**src/rtl/fpu_addsub_arbiter_if.sv**
```systemverilog
// fpu_addsub_arbiter_if: requester-side issue bus shared by NREQ requesters
interface fpu_addsub_arbiter_if #(
  parameter int NREQ = 2,
  parameter int AW = 5
);
  logic [NREQ-1:0] req_valid;
  logic [NREQ-1:0] req_ready;
  logic [32*NREQ-1:0] req_adata;
  logic [32*NREQ-1:0] req_bdata;
  logic [AW*NREQ-1:0] req_addr;
  logic hold;
  modport master (output req_valid, req_adata, req_bdata, req_addr, hold, input req_ready);
  modport slave (input req_valid, req_adata, req_bdata, req_addr, hold, output req_ready);
endinterface

```
**src/rtl/fpu_addsub_arbiter.sv**
```systemverilog
// fpu_addsub_arbiter: round-robin issue into a shared fixed-latency FP add/sub unit with owner-tagged writeback
module fpu_addsub_arbiter #(
  parameter int NREQ = 2,
  parameter int LAT = 3,
  parameter int AW = 5,
  localparam int IW = NREQ > 2 ? $clog2(NREQ) : 1,
  localparam int GW = $clog2(LAT + 1)
) (
  input  logic clk,
  input  logic rst,
  fpu_addsub_arbiter_if.slave req,
  output logic [31:0] fu_adata,
  output logic [31:0] fu_bdata,
  output logic fu_flag,
  output logic [AW-1:0] fu_address,
  input  logic fu_flag_out,
  input  logic [AW-1:0] fu_address_out,
  input  logic [31:0] fu_result,
  output logic wb_valid,
  output logic [AW-1:0] wb_addr,
  output logic [31:0] wb_data,
  output logic [IW-1:0] wb_src,
  output logic idle,
  output logic err
);
  logic [IW-1:0] ptr_q, ptr_d, gnt_id, idx;
  logic gnt_any, xfer, live, accept;
  logic [GW-1:0] guard_q;
  logic [31:0] fu_adata_q, fu_bdata_q, wb_data_q;
  logic [AW-1:0] fu_address_q, wb_addr_q;
  logic fu_flag_q, wb_valid_q, err_q;
  logic [IW-1:0] wb_src_q;
  logic [LAT:0] own_v_q;
  logic [IW-1:0] own_id_q [LAT+1];
  logic [AW-1:0] own_addr_q [LAT+1];
  always_comb begin
    gnt_any = 1'b0;
    gnt_id = '0;
    idx = '0;
    // descending scan: the last hit is the nearest valid requester at or after the pointer
    for (int k = NREQ - 1; k >= 0; k--) begin
      idx = IW'((int'(ptr_q) + k) % NREQ);
      if (req.req_valid[idx]) begin
        gnt_any = 1'b1;
        gnt_id = idx;
      end
    end
  end
  assign live = guard_q == '0;
  assign xfer = gnt_any & live & ~req.hold & ~rst;
  assign accept = fu_flag_out & live;
  assign ptr_d = gnt_id == IW'(NREQ - 1) ? '0 : gnt_id + 1'b1;
  assign req.req_ready = NREQ'(xfer) << gnt_id;
  assign fu_adata = fu_adata_q;
  assign fu_bdata = fu_bdata_q;
  assign fu_flag = fu_flag_q;
  assign fu_address = fu_address_q;
  assign wb_valid = wb_valid_q;
  assign wb_addr = wb_addr_q;
  assign wb_data = wb_data_q;
  assign wb_src = wb_src_q;
  assign err = err_q;
  assign idle = rst | (live & ~fu_flag_q & ~|own_v_q & ~wb_valid_q);
  always_ff @(posedge clk or posedge rst)
    if (rst) begin
      ptr_q <= '0;
      guard_q <= GW'(LAT);
      fu_adata_q <= '0;
      fu_bdata_q <= '0;
      fu_address_q <= '0;
      fu_flag_q <= 1'b0;
      own_v_q <= '0;
      for (int i = 0; i <= LAT; i++) begin
        own_id_q[i] <= '0;
        own_addr_q[i] <= '0;
      end
      wb_valid_q <= 1'b0;
      wb_addr_q <= '0;
      wb_data_q <= '0;
      wb_src_q <= '0;
      err_q <= 1'b0;
    end else begin
      // the unit is never reset, so its output is ignored until stale flags have drained
      guard_q <= guard_q - GW'(guard_q != '0);
      fu_flag_q <= xfer;
      if (xfer) begin
        ptr_q <= ptr_d;
        fu_adata_q <= 32'(req.req_adata >> (32 * gnt_id));
        fu_bdata_q <= 32'(req.req_bdata >> (32 * gnt_id));
        fu_address_q <= AW'(req.req_addr >> (AW * gnt_id));
      end
      own_v_q <= {own_v_q[LAT-1:0], xfer};
      own_id_q[0] <= gnt_id;
      own_addr_q[0] <= AW'(req.req_addr >> (AW * gnt_id));
      for (int i = 1; i <= LAT; i++) begin
        own_id_q[i] <= own_id_q[i-1];
        own_addr_q[i] <= own_addr_q[i-1];
      end
      wb_valid_q <= accept;
      if (accept) begin
        wb_addr_q <= fu_address_out;
        wb_data_q <= fu_result;
        wb_src_q <= own_id_q[LAT-1];
      end
      err_q <= err_q | (live & ((fu_flag_out ^ own_v_q[LAT-1]) |
               (fu_flag_out & (fu_address_out != own_addr_q[LAT-1]))));
    end
endmodule

```
**src/flat_wrapper.sv**
```systemverilog
// flat-port wrapper written by rule: the top's interface ports become plain ports
module fpu_addsub_arbiter_flat 
#(
  parameter int NREQ = 2,
  parameter int LAT = 3,
  parameter int AW = 5,
  localparam int IW = NREQ > 2 ? $clog2(NREQ) : 1,
  localparam int GW = $clog2(LAT + 1)
)
  (clk, rst, fu_adata, fu_bdata, fu_flag, fu_address, fu_flag_out, fu_address_out, fu_result, wb_valid, wb_addr, wb_data, wb_src, idle, err, req_req_valid, req_req_adata, req_req_bdata, req_req_addr, req_hold, req_req_ready);
  fpu_addsub_arbiter_if #(.NREQ(NREQ), .AW(AW)) req_i ();
  input  logic clk;
  input  logic rst;
  output logic [31:0] fu_adata;
  output logic [31:0] fu_bdata;
  output logic fu_flag;
  output logic [AW-1:0] fu_address;
  input  logic fu_flag_out;
  input  logic [AW-1:0] fu_address_out;
  input  logic [31:0] fu_result;
  output logic wb_valid;
  output logic [AW-1:0] wb_addr;
  output logic [31:0] wb_data;
  output logic [IW-1:0] wb_src;
  output logic idle;
  output logic err;
  input wire logic [$bits(req_i.req_valid)-1:0] req_req_valid;
  input wire logic [$bits(req_i.req_adata)-1:0] req_req_adata;
  input wire logic [$bits(req_i.req_bdata)-1:0] req_req_bdata;
  input wire logic [$bits(req_i.req_addr)-1:0] req_req_addr;
  input wire logic [$bits(req_i.hold)-1:0] req_hold;
  output wire logic [$bits(req_i.req_ready)-1:0] req_req_ready;
  assign req_i.req_valid = req_req_valid;
  assign req_i.req_adata = req_req_adata;
  assign req_i.req_bdata = req_req_bdata;
  assign req_i.req_addr = req_req_addr;
  assign req_i.hold = req_hold;
  assign req_req_ready = req_i.req_ready;
  fpu_addsub_arbiter #(.NREQ(NREQ), .LAT(LAT), .AW(AW)) u_core (.clk(clk), .rst(rst), .req(req_i), .fu_adata(fu_adata), .fu_bdata(fu_bdata), .fu_flag(fu_flag), .fu_address(fu_address), .fu_flag_out(fu_flag_out), .fu_address_out(fu_address_out), .fu_result(fu_result), .wb_valid(wb_valid), .wb_addr(wb_addr), .wb_data(wb_data), .wb_src(wb_src), .idle(idle), .err(err));
endmodule
```
**config.mk**
```make
export PLATFORM = sky130hd
export DESIGN_NAME = fpu_addsub_arbiter_flat
export DESIGN_NICKNAME = d
export VERILOG_FILES = /design/src/rtl/fpu_addsub_arbiter_if.sv /design/src/rtl/fpu_addsub_arbiter.sv /design/src/flat_wrapper.sv
export SDC_FILE = /design/constraint.sdc
export NUM_CORES = 1
export LEC_CHECK = 0
export CAP_MARGIN = 20
export CORE_MARGIN = 2
export CORE_UTILIZATION = 35
export CTS_CLUSTER_SIZE = 8
export DETAILED_ROUTE_END_ITERATION = 7
export PLACE_DENSITY_LB_ADDON = 0.3
export SLEW_MARGIN = 20
export SYNTH_ARGS = -nofsm -noshare
export SYNTH_HDL_FRONTEND = slang
export SYNTH_SLANG_ARGS = --single-unit
```
**constraint.sdc**
```tcl
create_clock -name clk -period 4.5 [get_ports clk]
set_input_delay 0.45 -clock clk [delete_from_list [all_inputs] [get_ports clk]]
set_output_delay 0.45 -clock clk [all_outputs]
set_load 0.02 [all_outputs]
```
==> After elaboration in Yosys (flattened, before gate mapping) <==
Index checks and enable logic that the tools add are counted.
W data, S select, Z words.
{ "classes": {"shifts": 4, "n_bitwise": 17, "order_cmp": 2, "n_eq_ne": 1, "n_mux": 9, "addsub": 3, "mul": 1, "n_reduce_logical": 4} }
{ "op_table": {"columns": ["operator", "n"], "rows": [
  ["$shr A64 B6 Y32", 2],
  ["$shr A10 B4 Y5", 1],
  ["$and A1 B1 Y1", 9],
  ["$mux W1", 9],
  ["$ne A5 B5 Y1", 1],
  ["$lt A1 B2 Y1 const B", 2],
  ["$mul A3 B1 Y4 const A", 1],
  ["$not A1 Y1", 4],
  ["$reduce_or A4 Y1", 1],
  ["$or A1 B1 Y1", 3],
  ["$add A1 B1 Y1 const B", 2],
  ["$logic_not A2 Y1", 1],
  ["$reduce_bool A2 Y1", 1],
  ["$shl A1 B1 Y2", 1],
  ["$sub A2 B1 Y2", 1],
  ["$logic_not A1 Y1", 1],
  ["$xor A1 B1 Y1", 1]
]} }
{ "word_totals": {"input_bits": 181, "register_bits": 135, "output_inout_bits": 113} }

==> Longest topological paths before layout <==
Gate-level depths: netlist of run 1.
{ "depth": {"depth_word": 9, "mapped_depth": 6} }

==> Worst setup path before layout of run 1 <==
OpenSTA, ideal clock, no wires.
{ "synth_path": {"kind": "input to output", "start": "input rst", "end": "output idle", "stages": 2, "t_arrival_ns": 4.069, "slack_ns": -0.019, "path_buffers": 0, "path_cell_list": "inv_1 -> o41ai_1"} }
{ "synth_between": {"elab_chain_len": 1} }
{ "synth_lines": {"columns": ["item", "line_no", "source"], "rows": [
  ["from (decl)", "flat_wrapper.sv:13", "input logic rst;"],
  ["$or A1 B1 Y1", "fpu_addsub_arbiter.sv:63", "assign idle = rst | (live & ~fu_flag_q & ~|own_v_q & ~wb_valid_q);"],
  ["to (decl)", "flat_wrapper.sv:25", "output logic idle;"]
]} }
Every way passes these cells.

==> Worst setup path after layout of run 1 <==
Same ends and word-level chain as after synthesis.

==> results_dict.tcl, run 1 <==
set metrics [dict create \
    layout_min_cycle_time_ps 2738 \
    p_leak_nw 3.567 \
    wl_met2_um 7782 \
    globalplace.congestion 0.7766 \
    drc_errors 0 \
    whs_ps 346.8 \
    synth.distinct_cells 25 \
    synth-seq-area-share_pct 61.83 \
    clkLatencyLatePin_ps 410 \
    final_cell_mix "clkdlybuf4s50_1, dfrtp_1, o32ai_1, a2bb2oi_1, mux2_2" \
    dr.pass1.iters 4 \
    place_hpwl_um 11340 \
    synth_top_cell_by_area "dfrtp_1" \
    cts-hold-fix-buffers 0 \
    grt_max_degree 70 \
    die_w_um 128.5 \
    reg2reg_depth 5 \
    maxSlewViolCount 0 \
    drtAntennaViolNets 0 \
    synth_compound_area_share_pct 22.89 \
    hold_viol 0 \
    antenna_cells 0 \
    min_period_over_period_pct 60.83 \
    cts_tree "yes" \
    clockBufferDepth 2 \
    post_synth_xor_area_fraction_pct 0.8068 \
    grt_pass1_wl_um 24900 \
    min_path_type "reg2reg" \
    worstSetupEndpointType "primary output" \
    post_cts_buffers 0 \
    num_rows 45 \
    power.density_nw_per_um2 439.2 \
    drt_iter0_markers 190 \
    whs_path_depth 0 \
    dieArea_um2 16520 \
    path_clk_slew_ps 60 \
    synth_cells 387 \
    finalWirelength_um 16230 \
    die_y_um 128.5 \
    setup_violations 0 \
    fmax_mhz 365.3 \
    worst_pin_slew_ps 946.0 \
    synth_top_family_by_area "compound AO/OA/AOI/OAI gates" \
    cts_resized 0 \
    syn-num-nets 568 \
    io_buffers 293 \
    fin_worst_skew_ps 5.322 \
    fill_cells 1195 \
    status "completed" \
    cts_buffers 17 \
    crit_path_start_kind "input port" \
    wl_met3_um 1285 \
    max-vdd-ir-drop_v 0.0002564 \
    num_vias 4541 \
    mappedNetlistArea_um2 5428 \
    path_class "in2out" \
    vias_per_cell 5.256 \
    maxSlewHeadroom_pct 36.93 \
    ys_warn_count 0 \
    antenna_found_initial 0 \
    final_common_cell "clkdlybuf4s50_1" \
    grt_pass1_vias 4790 \
    synth_area_leaders "dfrtp_1, a2bb2oi_1, o32ai_1, mux2_2, mux2_1" \
    clock_sinks 134 \
    top_layer_used "met4" \
    core_area_um2 15200 \
    synth_top_area_share_pct 60.86 \
    htree_levels 4 \
    synthSimpleGateAreaFrac_pct 1.706 \
    tns_ps 0 \
    cts_root_buffer "clkbuf_16" \
    crit_required_ps 4050 \
    instances_no_fill 864 \
    synth_mux_area_share_pct 9.129 \
    synth-adder-area-share_pct 0 \
    worstPathMaxFanout 19 \
    wl_per_cell_um 18.79 \
    m1WireLength_um 6844 \
    syn_to_final_growth_pct 68.00 \
    placed_cells 833 \
    avgSynthCellArea_um2 14.03 \
    synth-seq-cells 134 \
    ios 294 \
    maxCapViolCount 0 \
    initial_utilization_pct 35.70 \
    drive_gt1_share_pct 11.54 \
    arrival_ps 2290 \
    track_usage_pct 19.48 \
    rsz0062_at_grt "false" \
    grt-ovfl-total 0 \
    final_net_count 845 \
]
-- power by group --
group,total [W],leakage (nW),switching (W),internal (W)
registers,0.00148,1.51,0.0000994,0.00138
logic,0.00105,1.75,0.000476,0.000572
clock network,0.00148,0.306,0.000507,0.000973
total,0.00400,3.57,0.00108,0.00292
-- layout make-up --
type	count	area (um2)	area share, %
Timing Repair Buffer	300	2985	32.74
Multi-Input combinational cell	207	1883	20.65
Inverter	4	18.77	0.2058
Clock inverter	10	170.2	1.866
Clock buffer	21	470.5	5.159
Sequential cell	134	3356	36.80
Tap cell	188	235.2	2.580
-- metrics by stage --
stage,setup slack [ps],util [%],cell area (um2),power (W)
global route,1634,59.98,9119,0.004181
floorplan,1073,-,5431,0.001978
finish,1762,59.98,9119,0.004005
CTS,1720,59.98,9119,0.004050
detailed placement,1612,55.77,8478,0.002547
global placement,1671,55.77,8478,0.002534
-- path summary, 6_finish.rpt --
path / from / end / slack [ps]
worst min register to register: u_core.own_addr_q[17]$_DFF_PP0_ / u_core.own_addr_q[12]$_DFF_PP0_ / 350
worst max register to register: u_core.guard_q[1]$_DFF_PP1_ / u_core.fu_adata[27]$_DFFE_PP0P_ / 2160
max in group asynchronous: rst / u_core.own_v_q[0]$_DFF_PP0_ / 2240
worst min-delay path: u_core.own_addr_q[17]$_DFF_PP0_ / u_core.own_addr_q[12]$_DFF_PP0_ / 350
worst max-delay path: rst / idle / 1760
min in group asynchronous: rst / u_core.wb_data[7]$_DFFE_PP0P_ / 470
-- layer usage --
layer | global-route usage (%) | vias to the layer above
met3 | 6.486 | 25
met4 | 7.353 | 0
li1 | - | 2102
met2 | 31.91 | 219
met1 | 24.08 | 2195
met5 | 0 | -
-- cell usage after synthesis --
cell / count
xor2_1: 5
buf_2: 14
buf_4: 2
inv_1: 2
o41ai_1: 1
o21ai_1: 1
nor2b_1: 2
o32ai_1: 69
inv_2: 2
nor2_1: 4
nand2_1: 2
a21bo_2: 1
clkbuf_1: 26
a2bb2oi_1: 69
mux2_1: 13
dfrtp_1: 132
or2_2: 1
a21oi_1: 2
mux2_2: 31
and2_1: 2
nand2b_1: 1
nor3_1: 1
nor4_1: 1
nor4_4: 1
dfstp_2: 2
-- worst max-delay path, cell delays in order --
cell and delay, ps:
clkdlybuf4s50_1 570, clkinvlp_4 390, o41ai_1 190, clkdlybuf4s50_1 680
-- cells by family (layout without fill, tap and decap cells) --
logic type | count (synthesis) | count (layout)
DFF | 134 | 134
and+or+nand+nor | 15 | 15
xor gates and xnor gates | 5 | 5
muxes | 44 | 44
buffers and inverters | 46 | 335
AOI/OAI and AO/OA | 143 | 143
-- state kept, by name (all words and copies together), names as in the netlist --
| signal | flops |
|---|---|
| u_core.own_addr_q | 15 |
| u_core.wb_addr | 5 |
| u_core.own_id_q | 3 |
| u_core.wb_src | 1 |
| u_core.guard_q | 2 |
| u_core.ptr_q | 1 |
| u_core.fu_address | 5 |
| u_core.fu_adata | 32 |
| u_core.fu_bdata | 32 |
| u_core.own_v_q | 4 |
| u_core.wb_data | 32 |
| u_core.err | 1 |
| u_core.wb_valid | 1 |
Power figures use the tool's default switching activity.
==> inputs of run 2 (changes only) <==
==> constraint.sdc (replaced) <==
create_clock -name clk -period 2.4 [get_ports clk]
set_input_delay 0.24 -clock clk [delete_from_list [all_inputs] [get_ports clk]]
set_output_delay 0.24 -clock clk [all_outputs]
set_load 0.02 [all_outputs]
==> results_dict.tcl, run 2 (synthesis gave the netlist of run 1 again) <==
set metrics [dict create \
    final_net_count 851 \
    grt-ovfl-total 0 \
    core_area_um2 15200 \
    p_leak_nw 3.584 \
    num_rows 45 \
    arrival_ps 2030 \
    pwr-share-comb_pct 27.4 \
    maxCapViolCount 0 \
    place_hpwl_um 11310 \
    num_vias 4586 \
    crit_required_ps 2160 \
    clkLatencyLatePin_ps 420 \
    path_clk_slew_ps 60 \
    dr.pass1.iters 4 \
    multi_input_area_um2 1883 \
    rsz0062_at_grt "false" \
    worstPathMaxFanout 4 \
    vias_per_cell 5.259 \
    cts_tree "yes" \
    switching_power_w 0.002089 \
    cts-hold-fix-buffers 0 \
    drive_gt1_share_pct 12.59 \
    worst_pin_slew_ps 772.6 \
    fmax_mhz 440.4 \
    maxSlewViolCount 0 \
    final_cell_mix "clkdlybuf4s50_1, dfrtp_1, o32ai_1, a2bb2oi_1, mux2_2" \
    critPathLaunch "u_core.guard_q[1]$_DFF_PP1_" \
    ios 294 \
    clockBufferDepth 2 \
    initial_utilization_pct 35.70 \
    worstSetupEndpointType "primary output" \
    antenna_found_initial 1 \
    p_int_w 0.005157 \
    grt_pass1_wl_um 25430 \
    drt_iter0_markers 178 \
    cts_buffers 17 \
    crit_path_start_kind "flop" \
    setup_violations 0 \
    grt_pass1_vias 4924 \
    track_usage_pct 19.83 \
    drc_errors 0 \
    final_common_cell "clkdlybuf4s50_1" \
    maxSlewHeadroom_pct 48.49 \
    regArea_um2 3356 \
    io_buffers 293 \
    fin_worst_skew_ps 6.058 \
    worst_slack_ps 129.5 \
    min_path_type "reg2reg" \
    post_cts_buffers 0 \
    grt_max_degree 135 \
    path_class "reg2out" \
    pwr-share-seq_pct 38.1 \
    r2r_start "u_core.guard_q[0]$_DFF_PP1_" \
    p_sw_share_pct 28.83 \
    pre_cts_slack_ps 139.2 \
    hold_viol 0 \
    syn_to_final_growth_pct 68.33 \
    min_period_over_period_pct 94.60 \
    cts_resized 2 \
    dieArea_um2 16520 \
    die_w_um 128.5 \
    fill_cells 1216 \
    die_y_um 128.5 \
    hp-start "u_core.own_addr_q[19]$_DFF_PP0_" \
    htree_levels 4 \
    max-vdd-ir-drop_v 0.0004871 \
    share_clk_of_total_power_pct 34.4 \
    wl_per_cell_um 18.72 \
    power.density_nw_per_um2 793.1 \
    layout_min_cycle_time_ps 2270 \
    cts_root_buffer "clkbuf_16" \
    drtAntennaViolNets 0 \
    globalplace.congestion 0.7238 \
    status "completed" \
    finalWirelength_um 16330 \
    clock_sinks 134 \
    fin_util_pct 60.10 \
]
==> run 2: layout make-up <==
| class | count | share of cell area [%] |
|---|---|---|
| clock buffers | 19 | 4.958 |
| repair buffers | 306 | 33.55 |
| well taps | 188 | 2.575 |
| multi-input cells | 207 | 20.61 |
| flip-flops and latches | 134 | 36.73 |
| inverters | 4 | 0.2054 |
| clock inverters | 13 | 1.342 |
| diodes | 1 | 0.02739 |
==> run 2: metrics by stage <==
step           power (W)  setup TNS (ps)  std cells  hold slack (ps)  instance area (um2)
6_report        0.007246               0        872            346.8                 9136
5_1_grt         0.007586               0        872            351.8                 9136
3_3_place_gp    0.004765               0        839            332.5                 8561
4_1_cts         0.007339               0        871            348.6                 9134
3_5_place_dp    0.004794               0        839            334.7                 8561
2_1_floorplan   0.003709          -606.8        387            331.2                 5431
==> run 2: final timing paths <==
check                                             endpoint  slack [ps]  depth (start not counted)
min                        u_core.own_addr_q[14]$_DFF_PP0_         350                          0
max in group asynchronous   u_core.fu_adata[3]$_DFFE_PP0P_        1390                          3
min in group asynchronous   u_core.wb_data[23]$_DFFE_PP0P_         510                          3
max reg2reg                u_core.fu_adata[25]$_DFFE_PP0P_         550                          3
min reg2reg                u_core.own_addr_q[14]$_DFF_PP0_         350                          0
max                                                   idle         130                          4
==> run 2: routing by layer <==
| layer | share of wire, % | track usage [%] |
|---|---|---|
| met3 | 8.9 | 7.568 |
| met2 | 48 | 31.73 |
| met1 | 41 | 24.20 |
| met5 | 0 | 0 |
| met4 | 2.0 | 8.312 |
==> run 2: critical path, cell delays in order (launching register included) <==
cell             delay [ps]
dfstp_2                 390
nor2_1                  200
nand2_1                  80
o41ai_1                 270
clkdlybuf4s50_1         680
==> run 2: power groups by stage <==
stage | clock, W | combinational, W | sequential, W
after detailed placement | 0 | 0.00201 | 0.00279
after global routing | 0.00268 | 0.00211 | 0.00280
final | 0.00250 | 0.00199 | 0.00276
after CTS | 0.00256 | 0.00201 | 0.00276
after global placement | 0 | 0.00198 | 0.00278
after floorplan | 0 | 0.000579 | 0.00313
